File: src/rtl/sram_port_arbiter.sv
// Arbitrates one asynchronous SRAM port between instruction fetch (IF) and load/store (MEM).
// Optional macro SRAM_ARB_RR_EN selects round-robin arbitration instead of fixed MEM priority.
module sram_port_arbiter #(
  parameter int READ_WAIT   = 1,
  parameter int WRITE_PULSE = 2
) (
  input  logic        CLK,
  input  logic        RST,
  input  logic        IF_REQ,
  input  logic [19:0] IF_ADDR,
  output logic        IF_ACK,
  output logic [31:0] IF_RDATA,
  input  logic        MEM_REQ,
  input  logic        MEM_WE,
  input  logic [3:0]  MEM_BE,
  input  logic [19:0] MEM_ADDR,
  input  logic [31:0] MEM_WDATA,
  output logic        MEM_ACK,
  output logic [31:0] MEM_RDATA,
  output logic        SRAM_CE_N,
  output logic        SRAM_OE_N,
  output logic        SRAM_WE_N,
  output logic [3:0]  SRAM_BE_N,
  output logic [19:0] SRAM_ADDR,
  output logic [31:0] SRAM_WDATA,
  output logic        SRAM_WDATA_OE,
  input  logic [31:0] SRAM_RDATA
);

  typedef enum logic [2:0] {IDLE, RD, WR_SETUP, WR_PULSE, WR_HOLD, DONE} state_t;

  localparam logic [7:0] RD_LAST = 8'(READ_WAIT - 1);
  localparam logic [7:0] WP_LAST = 8'(WRITE_PULSE - 1);

  state_t      state_q, state_d;
  logic [7:0]  cnt_q, cnt_d;
  logic        own_mem_q, own_mem_d;
  logic [3:0]  be_q, be_d;
  logic [19:0] addr_q, addr_d;
  logic [31:0] wdata_q, wdata_d;
  logic        ce_n_q, ce_n_d;
  logic        oe_n_q, oe_n_d;
  logic        we_n_q, we_n_d;
  logic [3:0]  be_n_q, be_n_d;
  logic        wdata_oe_q, wdata_oe_d;
  logic        if_ack_q, if_ack_d;
  logic        mem_ack_q, mem_ack_d;
  logic [31:0] if_rdata_q, if_rdata_d;
  logic [31:0] mem_rdata_q, mem_rdata_d;
  logic        grant_mem, grant_if;

`ifdef SRAM_ARB_RR_EN
  // rr_q=1 means MEM holds priority on the next conflict
  logic rr_q, rr_d;
  assign grant_mem = MEM_REQ && (!IF_REQ || rr_q);
`else
  assign grant_mem = MEM_REQ;
`endif
  assign grant_if = IF_REQ && !grant_mem;

  always_comb begin
    state_d     = state_q;
    cnt_d       = cnt_q;
    own_mem_d   = own_mem_q;
    be_d        = be_q;
    addr_d      = addr_q;
    wdata_d     = wdata_q;
    if_rdata_d  = if_rdata_q;
    mem_rdata_d = mem_rdata_q;
    ce_n_d      = 1'b1;
    oe_n_d      = 1'b1;
    we_n_d      = 1'b1;
    be_n_d      = 4'hF;
    wdata_oe_d  = 1'b0;
    if_ack_d    = 1'b0;
    mem_ack_d   = 1'b0;
`ifdef SRAM_ARB_RR_EN
    rr_d        = rr_q;
`endif

    case (state_q)
      IDLE: begin
        if (grant_mem || grant_if) begin
          own_mem_d = grant_mem;
          addr_d    = grant_mem ? MEM_ADDR : IF_ADDR;
          cnt_d     = 8'd0;
`ifdef SRAM_ARB_RR_EN
          rr_d      = grant_if;
`endif
          if (grant_mem && MEM_WE) begin
            be_d    = MEM_BE;
            wdata_d = MEM_WDATA;
            // An all-zero byte mask has nothing to write: skip the SRAM cycle
            state_d = (MEM_BE == 4'b0000) ? DONE : WR_SETUP;
          end else begin
            state_d = RD;
          end
        end
      end
      RD: begin
        if (cnt_q == RD_LAST) begin
          if (own_mem_q) mem_rdata_d = SRAM_RDATA;
          else           if_rdata_d  = SRAM_RDATA;
          state_d = DONE;
        end else begin
          cnt_d = cnt_q + 8'd1;
        end
      end
      WR_SETUP: begin
        cnt_d   = 8'd0;
        state_d = WR_PULSE;
      end
      WR_PULSE: begin
        if (cnt_q == WP_LAST) state_d = WR_HOLD;
        else                  cnt_d   = cnt_q + 8'd1;
      end
      WR_HOLD: state_d = DONE;
      DONE:    state_d = IDLE;
      default: state_d = IDLE;
    endcase

    // Strobes are decoded from the next state so they are registered with it
    case (state_d)
      RD: begin
        ce_n_d = 1'b0;
        oe_n_d = 1'b0;
        be_n_d = 4'b0000;
      end
      WR_SETUP, WR_HOLD: begin
        ce_n_d     = 1'b0;
        be_n_d     = ~be_d;
        wdata_oe_d = 1'b1;
      end
      WR_PULSE: begin
        ce_n_d     = 1'b0;
        we_n_d     = 1'b0;
        be_n_d     = ~be_d;
        wdata_oe_d = 1'b1;
      end
      DONE: begin
        if_ack_d  = !own_mem_d;
        mem_ack_d = own_mem_d;
      end
      default: ;
    endcase
  end

  always_ff @(posedge CLK) begin
    if (RST) begin
      state_q     <= IDLE;
      cnt_q       <= 8'd0;
      own_mem_q   <= 1'b0;
      be_q        <= 4'h0;
      addr_q      <= 20'h0;
      wdata_q     <= 32'h0;
      ce_n_q      <= 1'b1;
      oe_n_q      <= 1'b1;
      we_n_q      <= 1'b1;
      be_n_q      <= 4'hF;
      wdata_oe_q  <= 1'b0;
      if_ack_q    <= 1'b0;
      mem_ack_q   <= 1'b0;
      if_rdata_q  <= 32'h0;
      mem_rdata_q <= 32'h0;
`ifdef SRAM_ARB_RR_EN
      rr_q        <= 1'b0;
`endif
    end else begin
      state_q     <= state_d;
      cnt_q       <= cnt_d;
      own_mem_q   <= own_mem_d;
      be_q        <= be_d;
      addr_q      <= addr_d;
      wdata_q     <= wdata_d;
      ce_n_q      <= ce_n_d;
      oe_n_q      <= oe_n_d;
      we_n_q      <= we_n_d;
      be_n_q      <= be_n_d;
      wdata_oe_q  <= wdata_oe_d;
      if_ack_q    <= if_ack_d;
      mem_ack_q   <= mem_ack_d;
      if_rdata_q  <= if_rdata_d;
      mem_rdata_q <= mem_rdata_d;
`ifdef SRAM_ARB_RR_EN
      rr_q        <= rr_d;
`endif
    end
  end

  assign IF_ACK        = if_ack_q;
  assign IF_RDATA      = if_rdata_q;
  assign MEM_ACK       = mem_ack_q;
  assign MEM_RDATA     = mem_rdata_q;
  assign SRAM_CE_N     = ce_n_q;
  assign SRAM_OE_N     = oe_n_q;
  assign SRAM_WE_N     = we_n_q;
  assign SRAM_BE_N     = be_n_q;
  assign SRAM_ADDR     = addr_q;
  assign SRAM_WDATA    = wdata_q;
  assign SRAM_WDATA_OE = wdata_oe_q;

endmodule

File: config.mk
export PLATFORM = sky130hd
export DESIGN_NAME = sram_port_arbiter
export DESIGN_NICKNAME = d
export VERILOG_FILES = /design/src/rtl/sram_port_arbiter.sv
export SDC_FILE = /design/constraint.sdc
export NUM_CORES = 1
export LEC_CHECK = 0
export ABC_AREA = 1
export CAP_MARGIN = 30
export CELL_PAD_IN_SITES_DETAIL_PLACEMENT = 1
export CELL_PAD_IN_SITES_GLOBAL_PLACEMENT = 1
export CORE_MARGIN = 4
export CORE_UTILIZATION = 30
export CTS_BUF_LIST = sky130_fd_sc_hd__clkbuf_8 sky130_fd_sc_hd__clkbuf_16
export DETAILED_ROUTE_END_ITERATION = 10
export GPL_TIMING_DRIVEN = 0
export PLACE_DENSITY = 0.92
export SYNTH_ARGS = -nofsm -noshare
export SYNTH_HDL_FRONTEND = slang
export SYNTH_SLANG_ARGS = --single-unit
File: constraint.sdc
create_clock -name CLK -period 1.9 [get_ports CLK]
set_input_delay 0.285 -clock CLK [delete_from_list [all_inputs] [get_ports CLK]]
set_output_delay 0.285 -clock CLK [all_outputs]
set_load 0.05 [all_outputs]
==> results.py, run 1 <==
metrics = {
    "worst_setup_path": {
        "endpoint_kind": "output pin",
        "required_ps": 1620,
        "cp_max_fo": 2,
        "max_stage_delay_ps": 810,
        "critPathLaunchType": "register",
        "criticalPathCategory": "reg2out",
        "path_cells": "clkdlybuf4s50_1",
        "arrival_ps": 1590,
        "critPathTopFamily": "buffers and inverters",
        "cp_num_buf_inv": 1,
        "slowest_stage": "clkdlybuf4s50_1",
    },
    "place": {
        "hpwl_um": 15300,
        "gp_congestion": 0.847,
        "port_buffers": 237,
        "dp_slack_ps": -206,
    },
    "routing": {
        "first_pass_iters": 4,
        "drtIter0Drc": 194,
        "drc": 0,
        "drtAntennaViolNets": 0,
        "drt-total-wl_um": 21300,
        "avgViaCountPerCell": 4.86,
        "routedWlPerCell_um": 17.7,
        "vias": 5846,
    },
    "outcome": {
        "run_status": "complete, no violations",
    },
    "yosys": {
        "synth_cells": 703,
        "synth.distinct_cells": 30,
        "synth_area_per_cell_um2": 7.87,
        "ys_seq_area_share_pct": 51.4,
        "synth_area_mm2": 0.00553,
        "ys_warn_count": 0,
        "synth_edf_count": 0,
        "syn-num-nets": 819,
        "synth_seq_cells": 142,
        "ys.flop_type": "dfxtp_1",
        "synthArstFlopShare_pct": 0,
    },
    "sta": {
        "worst_pin_slew_ps": 591,
        "hold_violations": 0,
        "min_period_over_period_pct": 98.6,
        "skew_ps": 13.6,
        "finalSetupTns_ps": 0,
        "setup_viol": 0,
        "period_needed_ps": 1870,
        "slew_headroom_pct": 60.5,
        "timing.fmax_mhz": 534,
        "slew_violations": 0,
        "worst_slack_ps": 27.2,
    },
    "pwr": {
        "p_per_area_mw_per_mm2": 1570,
        "leakage_nw": 4.46,
        "ir_worst_vdd_v": 0.00100,
    },
    "global_route": {
        "grt.overflow.total": 0,
        "grt_max_degree": 17,
        "antenna_found_initial": 0,
        "grt_first_pass_wirelength_um": 32400,
        "track_usage_pct": 19.9,
        "grt_pass1_vias": 6311,
    },
    "layout": {
        "final_nets": 1077,
        "syn_to_final_growth_pct": 61.5,
        "utilization_pct": 49.6,
        "fillers": 2168,
        "drive_gt1_share_pct": 8.32,
        "antennaDiodeCount": 0,
    },
    "run": {
        "cap_violations": 0,
    },
    "clock_network": {
        "cts_tree": "yes",
        "clock_latency_ps": 430,
        "htree_levels": 4,
        "cts_buffer_depth": 2,
        "cts_root_buf": "clkbuf_16",
        "path_clk_slew_ps": 70,
        "cts_buffers": 17,
        "clkSinkCount": 142,
        "cts_hold_buffers": 0,
    },
    "die": {
        "start_util_pct": 30.7,
        "rows": 49,
        "ios": 239,
        "fp.dieW_um": 144,
        "die_area_mm2": 0.0207,
        "core-area_mm2": 0.0180,
        "die_h_um": 144,
    },
    "worst_hold_path": {
        "hp-class": "in2reg",
    },
}
[through the flow]
step           total power [mW]  cell area (um^2)  instances  hold slack (ps)
4_1_cts                    14.2              8760       1201              162
6_report                   14.1              8940       1203              177
2_1_floorplan              8.36              5530        703              428
5_1_grt                    14.8              8940       1203              181
3_5_place_dp               10.7              8190       1169              436
3_3_place_gp               10.5              8190       1169              432
[flip-flops by register name, indices dropped and copies added, names as in the netlist]
signal         cells
SRAM_WDATA_OE      1
own_mem_q          1
SRAM_WDATA        32
state_q            3
SRAM_CE_N          1
IF_ACK             1
cnt_q              8
MEM_RDATA         32
IF_RDATA          32
SRAM_OE_N          1
SRAM_ADDR         20
SRAM_BE_N          4
SRAM_WE_N          1
be_q               4
MEM_ACK            1
[Yosys cell counts (4+ instances only)]
| cell type | n | area, um^2 |
|---|---|---|
| nand2_1 | 144 | 541 |
| dfxtp_1 | 142 | 2840 |
| a21oi_1 | 104 | 521 |
| inv_1 | 82 | 308 |
| o21ai_1 | 58 | 290 |
| o21ai_0 | 30 | 150 |
| nor2_1 | 22 | 82.6 |
| a31oi_1 | 20 | 125 |
| clkbuf_1 | 20 | 75.1 |
| nand3_1 | 17 | 85.1 |
| buf_6 | 12 | 135 |
| buf_2 | 9 | 45.0 |
| inv_2 | 5 | 18.8 |
| nor2_2 | 5 | 31.3 |
| nor3_1 | 5 | 25.0 |
| mux2i_1 | 4 | 40.0 |
| nand2_2 | 4 | 25.0 |
[layout by cell type (no fill, tap or decap), types with 21 or more instances in the layout]
cell,Yosys,final
clkdlybuf4s50_1,0,147
a21oi_1,104,103
nor2_1,22,21
o21ai_1,58,58
dlymetal6s2s_1,0,61
dfxtp_1,142,141
inv_1,82,82
o21ai_0,30,30
dlygate4sd2_1,0,29
nand2_1,144,144
[path summary, 6_finish.rpt]
path / start / endpoint / slack, ps / depth (start not counted)
worst max-delay path: MEM_RDATA[24] / MEM_RDATA[24] / 30 / 1
worst min-delay path: RST / SRAM_WDATA[5] / 180 / 2
worst max register to register: cnt_q[1] / MEM_ACK / 140 / 9
worst min register to register: IF_RDATA[22] / IF_RDATA[22] / 450 / 2
[cells by family (layout without fill, tap and decap cells)]
logic type / Yosys count / in the layout / share of synthesized area, %
compound gates: 214 / 214 / 19.9
xor+xnor: 2 / 2 / 0.317
fa+ha+maj: 3 / 3 / 0.678
buf+inv: 129 / 400 / 10.6
flops: 142 / 142 / 51.4
mux: 4 / 4 / 0.724
simple gates: 209 / 209 / 16.5
[layer usage]
layer	GRT usage, %	routed length (um)	vias up
met5	0	0	-
met4	7.63	508	0
met3	6.62	1720	33
met2	35.4	10800	216
met1	21.8	8240	2791
li1	-	-	2806
[report_power, final]
| group | total (mW) | switching (mW) | leakage (nW) | internal [mW] |
|---|---|---|---|---|
| combinational | 6.43 | 4.44 | 3.00 | 1.99 |
| clock | 3.51 | 1.49 | 0.291 | 2.02 |
| sequential | 4.12 | 0.402 | 1.16 | 3.72 |
[final cells by class]
| cell class | instances | area (um^2) | share of cell area [%] |
|---|---|---|---|
| plain buffers | 41 | 255 | 2.86 |
| multi-input cells | 432 | 2110 | 23.6 |
| repair buffers | 239 | 2500 | 28.0 |
| flip-flops and latches | 142 | 2840 | 31.8 |
| clock buffers | 18 | 439 | 4.91 |
| well taps | 229 | 287 | 3.21 |
| inverters | 88 | 330 | 3.69 |
| clock inverters | 14 | 169 | 1.89 |
[what timing repair did]
action,CTS,global route
resized for setup,29,64
endpoints found under the setup margin,29,70
endpoints found under the hold margin,0,0
setup buffers,0,2
pin swaps,0,1
No activity file was read; power rests on OpenSTA's default activity.
==> run 2: changes to the inputs <==
RECOVER_POWER = 100   (was not set)
==> results.py, run 2 (same netlist as run 1, synthesis figures left out) <==
metrics = {
    "sta": {
        "skew_ps": 13.4,
        "finalSetupTns_ps": 0,
        "timing.fmax_mhz": 534,
        "worst_pin_slew_ps": 592,
        "setup_viol": 0,
        "period_needed_ps": 1870,
        "hold_violations": 0,
        "slew_headroom_pct": 60.5,
        "min_period_over_period_pct": 98.5,
        "slew_violations": 0,
    },
    "global_route": {
        "grtUsageMet1_pct": 21.8,
        "use_met3_pct": 6.62,
        "grt_pass1_vias": 6311,
        "grt_max_degree": 17,
        "track_usage_pct": 19.9,
        "globalRouteMet2Util_pct": 35.4,
        "gr-max-usage-layer": "met2",
        "grt_first_pass_wirelength_um": 32400,
        "grt.overflow.total": 0,
        "antenna_found_initial": 0,
    },
    "pwr": {
        "switchingPower_mw": 6.29,
        "power_frac_comb_pct": 45.5,
        "p_seq_share_pct": 29.4,
        "swShare_pct": 44.9,
        "pwr-share-clk_pct": 25.0,
        "leakage_nw": 4.45,
        "p_per_area_mw_per_mm2": 1570,
        "p_int_mw": 7.71,
        "ir_worst_vdd_v": 0.000992,
    },
    "worst_setup_path": {
        "endpoint_kind": "output pin",
        "criticalPathCategory": "reg2out",
        "cp_num_buf_inv": 1,
        "arrival_ps": 1590,
        "cp_max_fo": 2,
        "critPathTopFamily": "buffers and inverters",
        "cp-startpoint": "MEM_RDATA[27]",
        "critPathLaunchType": "register",
        "path_cells": "clkdlybuf4s50_1",
        "max_stage_delay_ps": 810,
        "required_ps": 1620,
        "slowest_stage": "clkdlybuf4s50_1",
        "rr_startpoint": "cnt_q[1]",
    },
    "clock_network": {
        "clkSinkCount": 142,
        "clock_latency_ps": 430,
        "cts_buffer_depth": 2,
        "cts_buffers": 17,
        "cts_tree": "yes",
        "cts_hold_buffers": 0,
        "cts_root_buf": "clkbuf_16",
        "htree_levels": 4,
        "path_clk_slew_ps": 70,
    },
    "layout": {
        "syn_to_final_growth_pct": 61.3,
        "antennaDiodeCount": 0,
        "seqCellArea_mm2": 0.00284,
        "multiInputGateArea_mm2": 0.00211,
        "final_nets": 1077,
        "layout_commonest_cell": "clkdlybuf4s50_1",
        "fillers": 2169,
        "finalNonFillerCells": 1203,
        "drive_gt1_share_pct": 8.01,
        "stdcell_area_mm2": 0.00892,
        "mostFrequentLayoutCells": "147 x clkdlybuf4s50_1, 144 x nand2_1, 141 x dfxtp_1",
    },
    "place": {
        "port_buffers": 237,
        "gp_congestion": 0.847,
        "hpwl_um": 15300,
        "placedCellCount": 1169,
        "place_area_mm2": 0.00819,
    },
    "routing": {
        "avgViaCountPerCell": 4.86,
        "drtIter0Drc": 263,
        "first_pass_iters": 4,
        "drc": 0,
        "drtAntennaViolNets": 0,
        "drt-total-wl_um": 21300,
        "routedWlPerCell_um": 17.7,
        "vias": 5850,
    },
    "die": {
        "fp.dieW_um": 144,
        "die_area_mm2": 0.0207,
        "start_util_pct": 30.7,
        "core-area_mm2": 0.0180,
        "die_h_um": 144,
        "ios": 239,
        "rows": 49,
    },
    "outcome": {
        "run_status": "complete, no violations",
    },
    "worst_hold_path": {
        "hp-class": "in2reg",
        "min_from": "RST",
    },
    "run": {
        "cap_violations": 0,
    },
}
==> run 2: power groups by stage <==
stage	registers [mW]	clock network (mW)	logic [mW]
CTS	4.13	3.58	6.47
global route	4.21	3.72	6.77
detailed placement	4.18	0	6.50
floorplan	6.46	0	1.90
finish	4.12	3.50	6.37
global placement	4.14	0	6.36
==> run 2: stage by stage <==
stage          power (mW)  util [%]  hold WS (ps)  setup WS (ps)
2_1_floorplan        8.36         -           428            471
3_3_place_gp         10.5      45.5           432           -103
3_5_place_dp         10.7      45.5           436           -206
4_1_cts              14.2      48.6           162          0.408
5_1_grt              14.7      49.5           181          -12.4
6_report             14.0      49.5           177           28.1
==> run 2: layer usage <==
metal	share of wire, %	vias to the layer above	wire (um)
met1	39	2795	8270
met4	2.4	0	507
met5	0	-	0
met3	8.1	33	1710
met2	51	219	10800
li1	-	2803	-
==> run 2: layout make-up <==
cell class,instances,area share (%)
plain buffers,41,2.72
clock buffers,18,4.92
clock inverters,14,1.89
inverters,88,3.70
multi-input cells,432,23.6
flip-flops and latches,142,31.9
well taps,229,3.21
repair buffers,239,28.1
==> run 2: worst paths after layout <==
check / slack (ps) / cells past startpoint / end
worst min register to register: 450 / 2 / MEM_RDATA[1]
worst min-delay path: 180 / 2 / SRAM_WDATA[5]
worst max register to register: 120 / 8 / MEM_RDATA[19]
worst max-delay path: 30 / 1 / MEM_RDATA[27]
==> run 2: repair_timing <==
item | 4_1_cts | 5_1_grt
pin swaps | 0 | 1
endpoints found under the setup margin | 29 | 70
resized for setup | 29 | 64
endpoints found under the hold margin | 0 | 0
buffers inserted | 0 | 2
==> run 3: changes to the inputs <==
CTS_CLUSTER_DIAMETER = 40   (was not set)
==> results of run 3 <==
Final layout, timing and power as in run 2 (identical DEF).
